## config.mk

```make
export PLATFORM = sky130hd
export DESIGN_NAME = seq_alu
export DESIGN_NICKNAME = d
export VERILOG_FILES = /design/src/rtl/seq_alu.sv
export SDC_FILE = /design/constraint.sdc
export NUM_CORES = 1
export LEC_CHECK = 0
export CAP_MARGIN = 40
export CORE_AREA = 4 4 259 261
export CTS_CLUSTER_DIAMETER = 60
export DETAILED_ROUTE_END_ITERATION = 8
export DIE_AREA = 0 0 263 265
export PLACE_DENSITY = 0.74
export SLEW_MARGIN = 20
export SYNTH_ARGS = -nofsm -noshare
export SYNTH_HDL_FRONTEND = slang
export SYNTH_SLANG_ARGS = --single-unit
```

## constraint.sdc

```tcl
create_clock -name iClk -period 4.9 [get_ports iClk]
set_clock_uncertainty 0.05 [all_clocks]
set_input_delay 0.98 -clock iClk [delete_from_list [all_inputs] [get_ports iClk]]
set_output_delay 0.98 -clock iClk [all_outputs]
set_load 0.05 [all_outputs]
```

## src/rtl/seq_alu.sv

```systemverilog
// Multicycle ALU: single-cycle add/sub/logic/shift ops plus iterative
// radix-2 shift-add multiply and restoring divide on operand magnitudes.
module seq_alu #(
  parameter int WIDTH = 32,
  parameter int SHW   = $clog2(WIDTH)
) (
  input  logic             iClk,
  input  logic             nRst,
  input  logic             iStart,
  input  logic [3:0]       iCtrl,
  input  logic [WIDTH-1:0] iA,
  input  logic [WIDTH-1:0] iB,
  output logic [WIDTH-1:0] oC_hi,
  output logic [WIDTH-1:0] oC_lo,
  output logic             oZero,
  output logic             oNeg,
  output logic             oOverflow,
  output logic             oDivZero,
  output logic             oBusy,
  output logic             oDone
);

  localparam int M = WIDTH - 1;

  localparam logic [3:0] CTRL_ALU_ADD = 4'd0;
  localparam logic [3:0] CTRL_ALU_SUB = 4'd1;
  localparam logic [3:0] CTRL_ALU_OR  = 4'd2;
  localparam logic [3:0] CTRL_ALU_XOR = 4'd3;
  localparam logic [3:0] CTRL_ALU_AND = 4'd4;
  localparam logic [3:0] CTRL_ALU_MUL = 4'd5;
  localparam logic [3:0] CTRL_ALU_DIV = 4'd6;
  localparam logic [3:0] CTRL_ALU_SLL = 4'd7;
  localparam logic [3:0] CTRL_ALU_SRL = 4'd8;
  localparam logic [3:0] CTRL_ALU_SRA = 4'd9;
  localparam logic [3:0] CTRL_ALU_ROR = 4'd10;
  localparam logic [3:0] CTRL_ALU_ROL = 4'd11;
  localparam logic [3:0] CTRL_ALU_NOT = 4'd12;
  localparam logic [3:0] CTRL_ALU_NEG = 4'd13;

  typedef enum logic [1:0] {S_IDLE, S_ITER, S_FIX, S_DONE} state_e;

  state_e             state_q, state_d;
  logic [SHW-1:0]     cnt_q, cnt_d;
  logic               op_mul_q, op_mul_d;
  logic               dz_q, dz_d;
  logic               sign_q, sign_d;
  logic               rsign_q, rsign_d;
  logic [WIDTH-1:0]   a_q, a_d;
  logic [WIDTH-1:0]   mag_q, mag_d;
  logic [2*WIDTH-1:0] acc_q, acc_d;

  logic [WIDTH-1:0]   hi_q, hi_d, lo_q, lo_d;
  logic               zero_q, zero_d, neg_q, neg_d, ovf_q, ovf_d, divz_q, divz_d;

  logic               accept, is_mul, is_div, is_iter, b_zero;
  logic [SHW-1:0]     sh;
  logic [WIDTH-1:0]   abs_a, abs_b, add_sum, sub_dif, neg_res;
  logic [2*WIDTH-1:0] rot_r, rot_l;
  logic [WIDTH-1:0]   sc_res;
  logic               sc_ovf;

  logic [WIDTH:0]     mul_sum, div_trial;
  logic [2*WIDTH-1:0] div_sh, mul_next, div_next, prod;
  logic [WIDTH-1:0]   quo, rem;

  assign accept  = iStart && (state_q == S_IDLE || state_q == S_DONE);
  assign is_mul  = (iCtrl == CTRL_ALU_MUL);
  assign is_div  = (iCtrl == CTRL_ALU_DIV);
  assign is_iter = is_mul || is_div;
  assign b_zero  = (iB == '0);

  assign sh      = iB[SHW-1:0];
  assign abs_a   = iA[M] ? ('0 - iA) : iA;
  assign abs_b   = iB[M] ? ('0 - iB) : iB;
  assign add_sum = iA + iB;
  assign sub_dif = iA - iB;
  assign neg_res = '0 - iA;
  // Rotates fall out of shifting a doubled copy of A.
  assign rot_r   = {iA, iA} >> sh;
  assign rot_l   = {iA, iA} << sh;

  // Single-cycle result path, evaluated straight from the input operands.
  always_comb begin
    // NOTE: defaults first so no path through the case infers a latch.
    sc_res = '0;
    sc_ovf = 1'b0;
    unique case (iCtrl)
      CTRL_ALU_ADD: begin
        sc_res = add_sum;
        sc_ovf = (iA[M] == iB[M]) && (add_sum[M] != iA[M]);
      end
      CTRL_ALU_SUB: begin
        sc_res = sub_dif;
        sc_ovf = (iA[M] != iB[M]) && (sub_dif[M] != iA[M]);
      end
      CTRL_ALU_NEG: begin
        sc_res = neg_res;
        sc_ovf = iA[M] && neg_res[M];
      end
      CTRL_ALU_OR:  sc_res = iA | iB;
      CTRL_ALU_XOR: sc_res = iA ^ iB;
      CTRL_ALU_AND: sc_res = iA & iB;
      CTRL_ALU_NOT: sc_res = ~iA;
      CTRL_ALU_SLL: sc_res = iA << sh;
      CTRL_ALU_SRL: sc_res = iA >> sh;
      CTRL_ALU_SRA: sc_res = $signed(iA) >>> sh;
      CTRL_ALU_ROR: sc_res = rot_r[WIDTH-1:0];
      CTRL_ALU_ROL: sc_res = rot_l[2*WIDTH-1:WIDTH];
      default:      sc_res = '0;
    endcase
  end

  // One iteration of each radix-2 datapath.
  assign mul_sum   = {1'b0, acc_q[2*WIDTH-1:WIDTH]} + (acc_q[0] ? {1'b0, mag_q} : '0);
  assign mul_next  = {mul_sum, acc_q[WIDTH-1:1]};
  assign div_sh    = {acc_q[2*WIDTH-2:0], 1'b0};
  assign div_trial = {1'b0, div_sh[2*WIDTH-1:WIDTH]} - {1'b0, mag_q};
  assign div_next  = div_trial[WIDTH] ? div_sh
                                      : {div_trial[WIDTH-1:0], div_sh[WIDTH-1:1], 1'b1};

  assign prod = sign_q  ? ('0 - acc_q) : acc_q;
  assign quo  = sign_q  ? ('0 - acc_q[WIDTH-1:0]) : acc_q[WIDTH-1:0];
  assign rem  = rsign_q ? ('0 - acc_q[2*WIDTH-1:WIDTH]) : acc_q[2*WIDTH-1:WIDTH];

  // NOTE: every flop, including the accumulators, is reset so an abandoned op leaves no residue.
  always_ff @(posedge iClk or negedge nRst) begin
    if (!nRst) begin
      state_q  <= S_IDLE;
      cnt_q    <= '0;
      op_mul_q <= 1'b0;
      dz_q     <= 1'b0;
      sign_q   <= 1'b0;
      rsign_q  <= 1'b0;
      a_q      <= '0;
      mag_q    <= '0;
      acc_q    <= '0;
      hi_q     <= '0;
      lo_q     <= '0;
      zero_q   <= 1'b0;
      neg_q    <= 1'b0;
      ovf_q    <= 1'b0;
      divz_q   <= 1'b0;
    end else begin
      // NOTE: non-blocking so every flop samples pre-edge values.
      state_q  <= state_d;
      cnt_q    <= cnt_d;
      op_mul_q <= op_mul_d;
      dz_q     <= dz_d;
      sign_q   <= sign_d;
      rsign_q  <= rsign_d;
      a_q      <= a_d;
      mag_q    <= mag_d;
      acc_q    <= acc_d;
      hi_q     <= hi_d;
      lo_q     <= lo_d;
      zero_q   <= zero_d;
      neg_q    <= neg_d;
      ovf_q    <= ovf_d;
      divz_q   <= divz_d;
    end
  end

  always_comb begin
    state_d = state_q;
    unique case (state_q)
      S_IDLE, S_DONE: begin
        if (!accept)                state_d = S_IDLE;
        else if (is_div && b_zero)  state_d = S_FIX;
        else if (is_iter)           state_d = S_ITER;
        else                        state_d = S_DONE;
      end
      S_ITER:  if (cnt_q == '0) state_d = S_FIX;
      S_FIX:   state_d = S_DONE;
      default: state_d = S_IDLE;
    endcase
  end

  always_comb begin
    cnt_d    = cnt_q;
    op_mul_d = op_mul_q;
    dz_d     = dz_q;
    sign_d   = sign_q;
    rsign_d  = rsign_q;
    a_d      = a_q;
    mag_d    = mag_q;
    acc_d    = acc_q;
    hi_d     = hi_q;
    lo_d     = lo_q;
    zero_d   = zero_q;
    neg_d    = neg_q;
    ovf_d    = ovf_q;
    divz_d   = divz_q;

    if (accept && is_iter) begin
      op_mul_d = is_mul;
      dz_d     = is_div && b_zero;
      sign_d   = iA[M] ^ iB[M];
      rsign_d  = iA[M];
      a_d      = iA;
      cnt_d    = SHW'(WIDTH - 1);
      // MUL shifts the multiplier out of the low half; DIV shifts the dividend in.
      mag_d    = is_mul ? abs_a : abs_b;
      acc_d    = {{WIDTH{1'b0}}, (is_mul ? abs_b : abs_a)};
    end else if (accept) begin
      hi_d   = '0;
      lo_d   = sc_res;
      zero_d = (sc_res == '0);
      neg_d  = sc_res[M] ^ sc_ovf;
      ovf_d  = sc_ovf;
      divz_d = 1'b0;
    end else if (state_q == S_ITER) begin
      cnt_d = cnt_q - 1'b1;
      acc_d = op_mul_q ? mul_next : div_next;
    end else if (state_q == S_FIX) begin
      ovf_d = 1'b0;
      if (dz_q) begin
        hi_d   = a_q;
        lo_d   = '1;
        zero_d = 1'b0;
        neg_d  = 1'b0;
        divz_d = 1'b1;
      end else if (op_mul_q) begin
        hi_d   = prod[2*WIDTH-1:WIDTH];
        lo_d   = prod[WIDTH-1:0];
        zero_d = (prod == '0);
        neg_d  = prod[2*WIDTH-1];
        divz_d = 1'b0;
      end else begin
        hi_d   = rem;
        lo_d   = quo;
        zero_d = (rem == '0) && (quo == '0);
        neg_d  = sign_q;
        divz_d = 1'b0;
      end
    end
  end

  always_comb begin
    oBusy = (state_q == S_ITER) || (state_q == S_FIX);
    oDone = (state_q == S_DONE);
  end

  assign oC_hi     = hi_q;
  assign oC_lo     = lo_q;
  assign oZero     = zero_q;
  assign oNeg      = neg_q;
  assign oOverflow = ovf_q;
  assign oDivZero  = divz_q;

endmodule

```

# Yosys cells after proc, flatten, opt, wreduce, memory -nomap -nowiden
# Cells that the tools add are included.
# op_classes
mux,50
bitwise,7
n_shift,5
n_reduce_logical,23
eq_ne,23
n_addsub,10
# ops
cell,count
$mux W32,17
$mux W64,6
$pmux W32 S12,1
$logic_not A32 Y1,4
$sub A1 B32 Y32 const A,4
$logic_not A64 Y1,1
$shl A64 B5 Y64,1
$shr A64 B5 Y32,1
$sub A1 B64 Y64 const A,1
$add A32 B32 Y33,1
$sub A32 B32 Y33,1
$add A32 B32 Y32,1
$and A32 B32 Y32,1
$not A32 Y32,1
$or A32 B32 Y32,1
$shl A32 B5 Y32,1
$shr A32 B5 Y32,1
$sshr A32 B5 Y32,1
$sub A32 B32 Y32,1
$xor A32 B32 Y32,1
$eq A4 B4 Y1 const B,6
$mux W1,17
$eq A4 B3 Y1 const B,4
$mux W5,3
23 further kinds,41
# totals
elab_cells,133
out_inout_bits,70
register_bits,207
inputBits,71

# Depth between registers and ports, before layout
# logic_depth
depth_word,9
mapped_depth,19

# Worst setup path before layout
# No wires, ideal clock.
# synth_timing
path_kind,input -> register
startpoint,input port iB[2]
endpoint,"register zero_q, in the netlist oZero"
required_ps,4740
path_buffers,5
path_stages,19
arrival_ps,5692
setup_slack_ps,-952
cell_sequence,clkbuf_1 inv_2 buf_1 clkbuf_1 clkbuf_1 ha_1 clkbuf_1 nand2b_1 a2111o_1 a311oi_2 nor2_1 a221o_1 a2111oi_0 nand3_1 nor4_1 nand4_1 nor4_1 nand4_1 o41ai_1
# synth_via
elab_chain_len,4
word_cells_on_any_way,13
classes_between,add/sub: 2; shift: 5; mux: 2; bitwise: 3; reduce/logical: 1
# synth_rtl
item,line_no,text
from (decl),12,"input logic [WIDTH-1:0] iB,"
"$sub A32 B32 Y32, or another cell as far along",76,assign sub_dif = iA - iB;
$pmux W32 S12 *,87,unique case (iCtrl)
$logic_not A32 Y1 *,207,zero_d = (sc_res == '0);
$mux W1 *,204,end else if (accept) begin
to (signal assigned),156,zero_q <= zero_d;
to (decl),53,"logic zero_q, zero_d, neg_q, neg_d, ovf_q, ovf_d, divz_q, divz_d;"
# Mark *: on every way between the ends. The rest lies on a longest branch, timed or not.
# A chain may end at the register's enable or synchronous reset.

# Worst setup path in the final report
# layout_timing
startpoint,input port iA[4]
endpoint,"register zero_q, in the netlist oZero"
# layout_via
elab_chain_len,4
word_cells_on_any_way,15
classes_between,add/sub: 3; shift: 5; mux: 2; bitwise: 4; reduce/logical: 1
# layout_rtl
item,line_no,text
from (decl),11,"input logic [WIDTH-1:0] iA,"
"$sub A1 B32 Y32, or another cell as far along",77,assign neg_res = '0 - iA;
$pmux W32 S12 *,87,
$logic_not A32 Y1 *,207,
$mux W1 *,204,
# Marks and branches as above.

==> impl_metrics.ini <==
[synthesis]
synth_top_flop_cell = dfrtp_1
netlist_instances = 3913
synth_seq_cells = 206
synth_mux_area_share_pct = 10.2
synth-edff-count = 0
netlist_area_um2 = 29000
async_flop_share_pct = 100
synth_largest_area_cell = dfrtp_1
synth_cell_type_count = 91
synth-xor-area-share_pct = 6.53
yosysSeqAreaShare_pct = 17.8
synth_adder_area_share_pct = 8.10
synth.avg_cell_area_um2 = 7.40
yosys_warnings = 0
syn_nets = 4169
synth_top_area_share_pct = 17.8
synth_compound_area_share_pct = 29.5
synth_top_family_by_area = compound AO/OA/AOI/OAI gates
synthSimpleGateAreaFrac_pct = 21.4
yosys-top-cells-area = dfrtp_1 (18%), ha_1 (7.8%), o21ai_0 (5.5%)

[worst_setup_path]
end_kind = flip-flop
critPathTopFamily = simple AND/OR/NAND/NOR gates
worst-path-buf-inv = 6
slowest_delay_ns = 0.54
crit_type = input pin to flip-flop
crit_arrival_ns = 5.27
worstPathRequired_ns = 5.32
crit_chain = clkdlybuf4s50_1 -> buf_4 -> buf_4 -> buf_4 -> mux4_2 -> nand2_1 -> nand2_1 -> o21ai_0 -> o221ai_1 -> a31oi_1 -> buf_4 -> nand3_2 -> nor4_4 -> nand4_1 -> nor4_2 -> buf_4 -> nand4_1 -> o41ai_2
critPathMostFrequentCell = buf_4
path_max_fanout = 4
slowest_stage = mux4_2
start_kind = input pin

[cells_and_area]
utilization_pct = 60.3
drive_gt1_share_pct = 25.9
fin_nets = 4950
syn_to_final_growth_pct = 34.3

[detailed_routing]
vias = 36742
firstDrtPassIters = 7
wire_per_inst_um = 30.0
ant_nets = 0
vias_per_cell = 6.59
routed_wl_um = 167000
drt-initial-drc-count = 4627
drc = 0

[cts]
cts_root_buffer = clkbuf_16
htreeDepth = 1
insertion_delay_ns = 0.56
cts_made_buffers = 26
cts_buffer_depth = 3
clkTransAtPathRegs_ns = 0.07
cts_tree = yes
cts_sinks = 206
hold_buffers = 0

[timing]
maxSlewViolCount = 0
worst_pin_slew_ns = 0.936
fmax_mhz = 206
setup-violations-final = 0
post-route-worst-setup-slack_ns = 0.0462
relSlewSlack_pct = 37.3
hold_viol_final = 0
min_period_over_period_pct = 99.1
rsz0062_at_grt = true
fin_crit_ns = 4.85

[floorplan]
die_area_um2 = 69700
die_w_um = 263
core_area_um2 = 64500
initial_utilization_pct = 44.9
ioPinCount = 141
die_h_um = 265
num_rows = 93

[status]
status = completed

[min_path]
hp-class = input pin to async pin

[power]
p_leak_nw = 17.1
powerDensity_nw_per_um2 = 482
power.total_mw = 18.7
vdd_drop_max_mv = 0.354

[grt]
grt_max_degree = 114
grt_overflow = 0
grt_antenna_before_repair = 6
grt_pass1_vias = 35004
grt.total_usage_pct = 45.6
grt_pass1_wl_um = 239000

[placed_design]
io_buffer_count = 140
dp_hpwl_um = 138000
gp_congestion = 1.13
pre_cts_slack_ns = -1.10

[job]
max-cap-violations = 0
power breakdown:
group	internal [mW]	leakage [nW]	switching (mW)	total, mW
Combinational	5.13	14.1	8.33	13.5
Clock	1.11	0.428	0.837	1.95
Sequential	2.52	2.52	0.805	3.32
Total	8.76	17.1	9.97	18.7
final timing paths:
check,from,cells after the start,endpoint,slack [ns]
worst min-delay path,nRst,1,acc_q[51],0.41
worst min register to register,oC_lo[24],2,oC_lo[24],0.43
max in group asynchronous,nRst,2,a_q[1],3.27
worst max register to register,acc_q[25],13,oZero,0.11
worst max-delay path,iA[4],18,oZero,0.05
min in group iClk,oC_lo[24],2,oC_lo[24],0.43
what timing repair did:
| action | CTS | global route |
|---|---|---|
| setup buffers | 3 | 1 |
| gates resized for setup | 29 | 50 |
| cloned | 0 | 0 |
| pin swaps | 12 | 7 |
| setup endpoints to repair | 4 | 6 |
metal layers:
layer / global-route usage [%] / vias to the layer above / share of wire, %
met5: 0 / - / 0.021
met4: 35.0 / 4 / 9.9
met3: 8.93 / 658 / 10
met2: 71.5 / 2424 / 43
met1: 55.5 / 17551 / 36
li1: - / 16105 / -
cell usage after synthesis, types with 33 or more instances:
| master | count |
|---|---|
| clkbuf_1 | 272 |
| buf_1 | 37 |
| mux2i_1 | 109 |
| a21oi_1 | 270 |
| inv_1 | 151 |
| nand4_1 | 50 |
| o211ai_1 | 54 |
| ha_1 | 181 |
| mux2_2 | 33 |
| nor2_1 | 419 |
| dfrtp_1 | 206 |
| a31oi_1 | 33 |
| xor2_1 | 36 |
| nand2_1 | 385 |
| xnor2_1 | 180 |
| nor3_1 | 105 |
| o21ai_0 | 319 |
| nand3_1 | 64 |
| a21o_1 | 68 |
| a22oi_1 | 38 |
| o31ai_1 | 43 |
| a211oi_1 | 51 |
| or3_1 | 49 |
| mux4_2 | 66 |
| o22ai_1 | 92 |
layout by cell type, fill, tap and decap left out, types with 16 or more instances in the layout:
cell type / instances
o211ai_1: 54
xor2_1: 36
o31ai_1: 40
or3_1: 47
o221ai_1: 21
and3_1: 28
nand3_1: 63
o32a_1: 21
o22ai_1: 91
inv_1: 149
a21o_1: 68
nor3_1: 96
mux2i_1: 107
dfrtp_1: 202
nand4_1: 50
nand2b_1: 31
nand2_1: 385
buf_12: 27
or2_2: 19
a211oi_1: 47
a31oi_1: 33
a32oi_1: 18
clkbuf_16: 27
mux2_2: 33
o21ai_0: 314
xnor2_1: 180
buf_4: 921
a221oi_1: 21
nor4_1: 26
o41ai_1: 17
or4_1: 25
clkdlybuf4s50_1: 129
o21a_1: 22
a22oi_1: 38
ha_1: 178
a21oi_1: 265
nor2_1: 417
nor2b_1: 24
mux4_2: 66
and2_1: 16
final cells by class:
class                      count  area (um2)
clock inverter                13         143
multi-input combinational   3215       22400
sequential                   206        5160
antenna                        4        10.0
tap                          855        1070
clock buffer                  34         722
timing repair buffer        1086        8820
inverter                     159         603
fill                        6049       25600
metrics by stage:
stage / TNS [ns] / hold WS [ns] / cells / area (um2)
after CTS: 0 / 0.430 / 5567 / 38600
after floorplan: 0 / 0.400 / 3913 / 29000
after global placement: -8.21 / 0.409 / 5514 / 37600
final: 0 / 0.414 / 5572 / 38900
after detailed placement: -8.00 / 0.415 / 5517 / 37600
after global routing: -0.0498 / 0.447 / 5568 / 38900
flip-flops by register name (all words and copies together) (netlist names):
register   cells
acc_q         64
mag_q         32
oC_hi         32
oC_lo         32
a_q           31
cnt_q          5
state_q        2
dz_q           1
oDivZero       1
oNeg           1
oOverflow      1
oZero          1
op_mul_q       1
rsign_q        1
sign_q         1
cell families after synthesis:
family	Yosys count
multiplexers	208
XOR/XNOR	216
AO/OA/AOI/OAI	1294
flip-flops	206
buffers and inverters	492
AND/OR/NAND/NOR	1312
adder cells (fa/ha/maj)	185
Power figures use the tool's default switching activity.
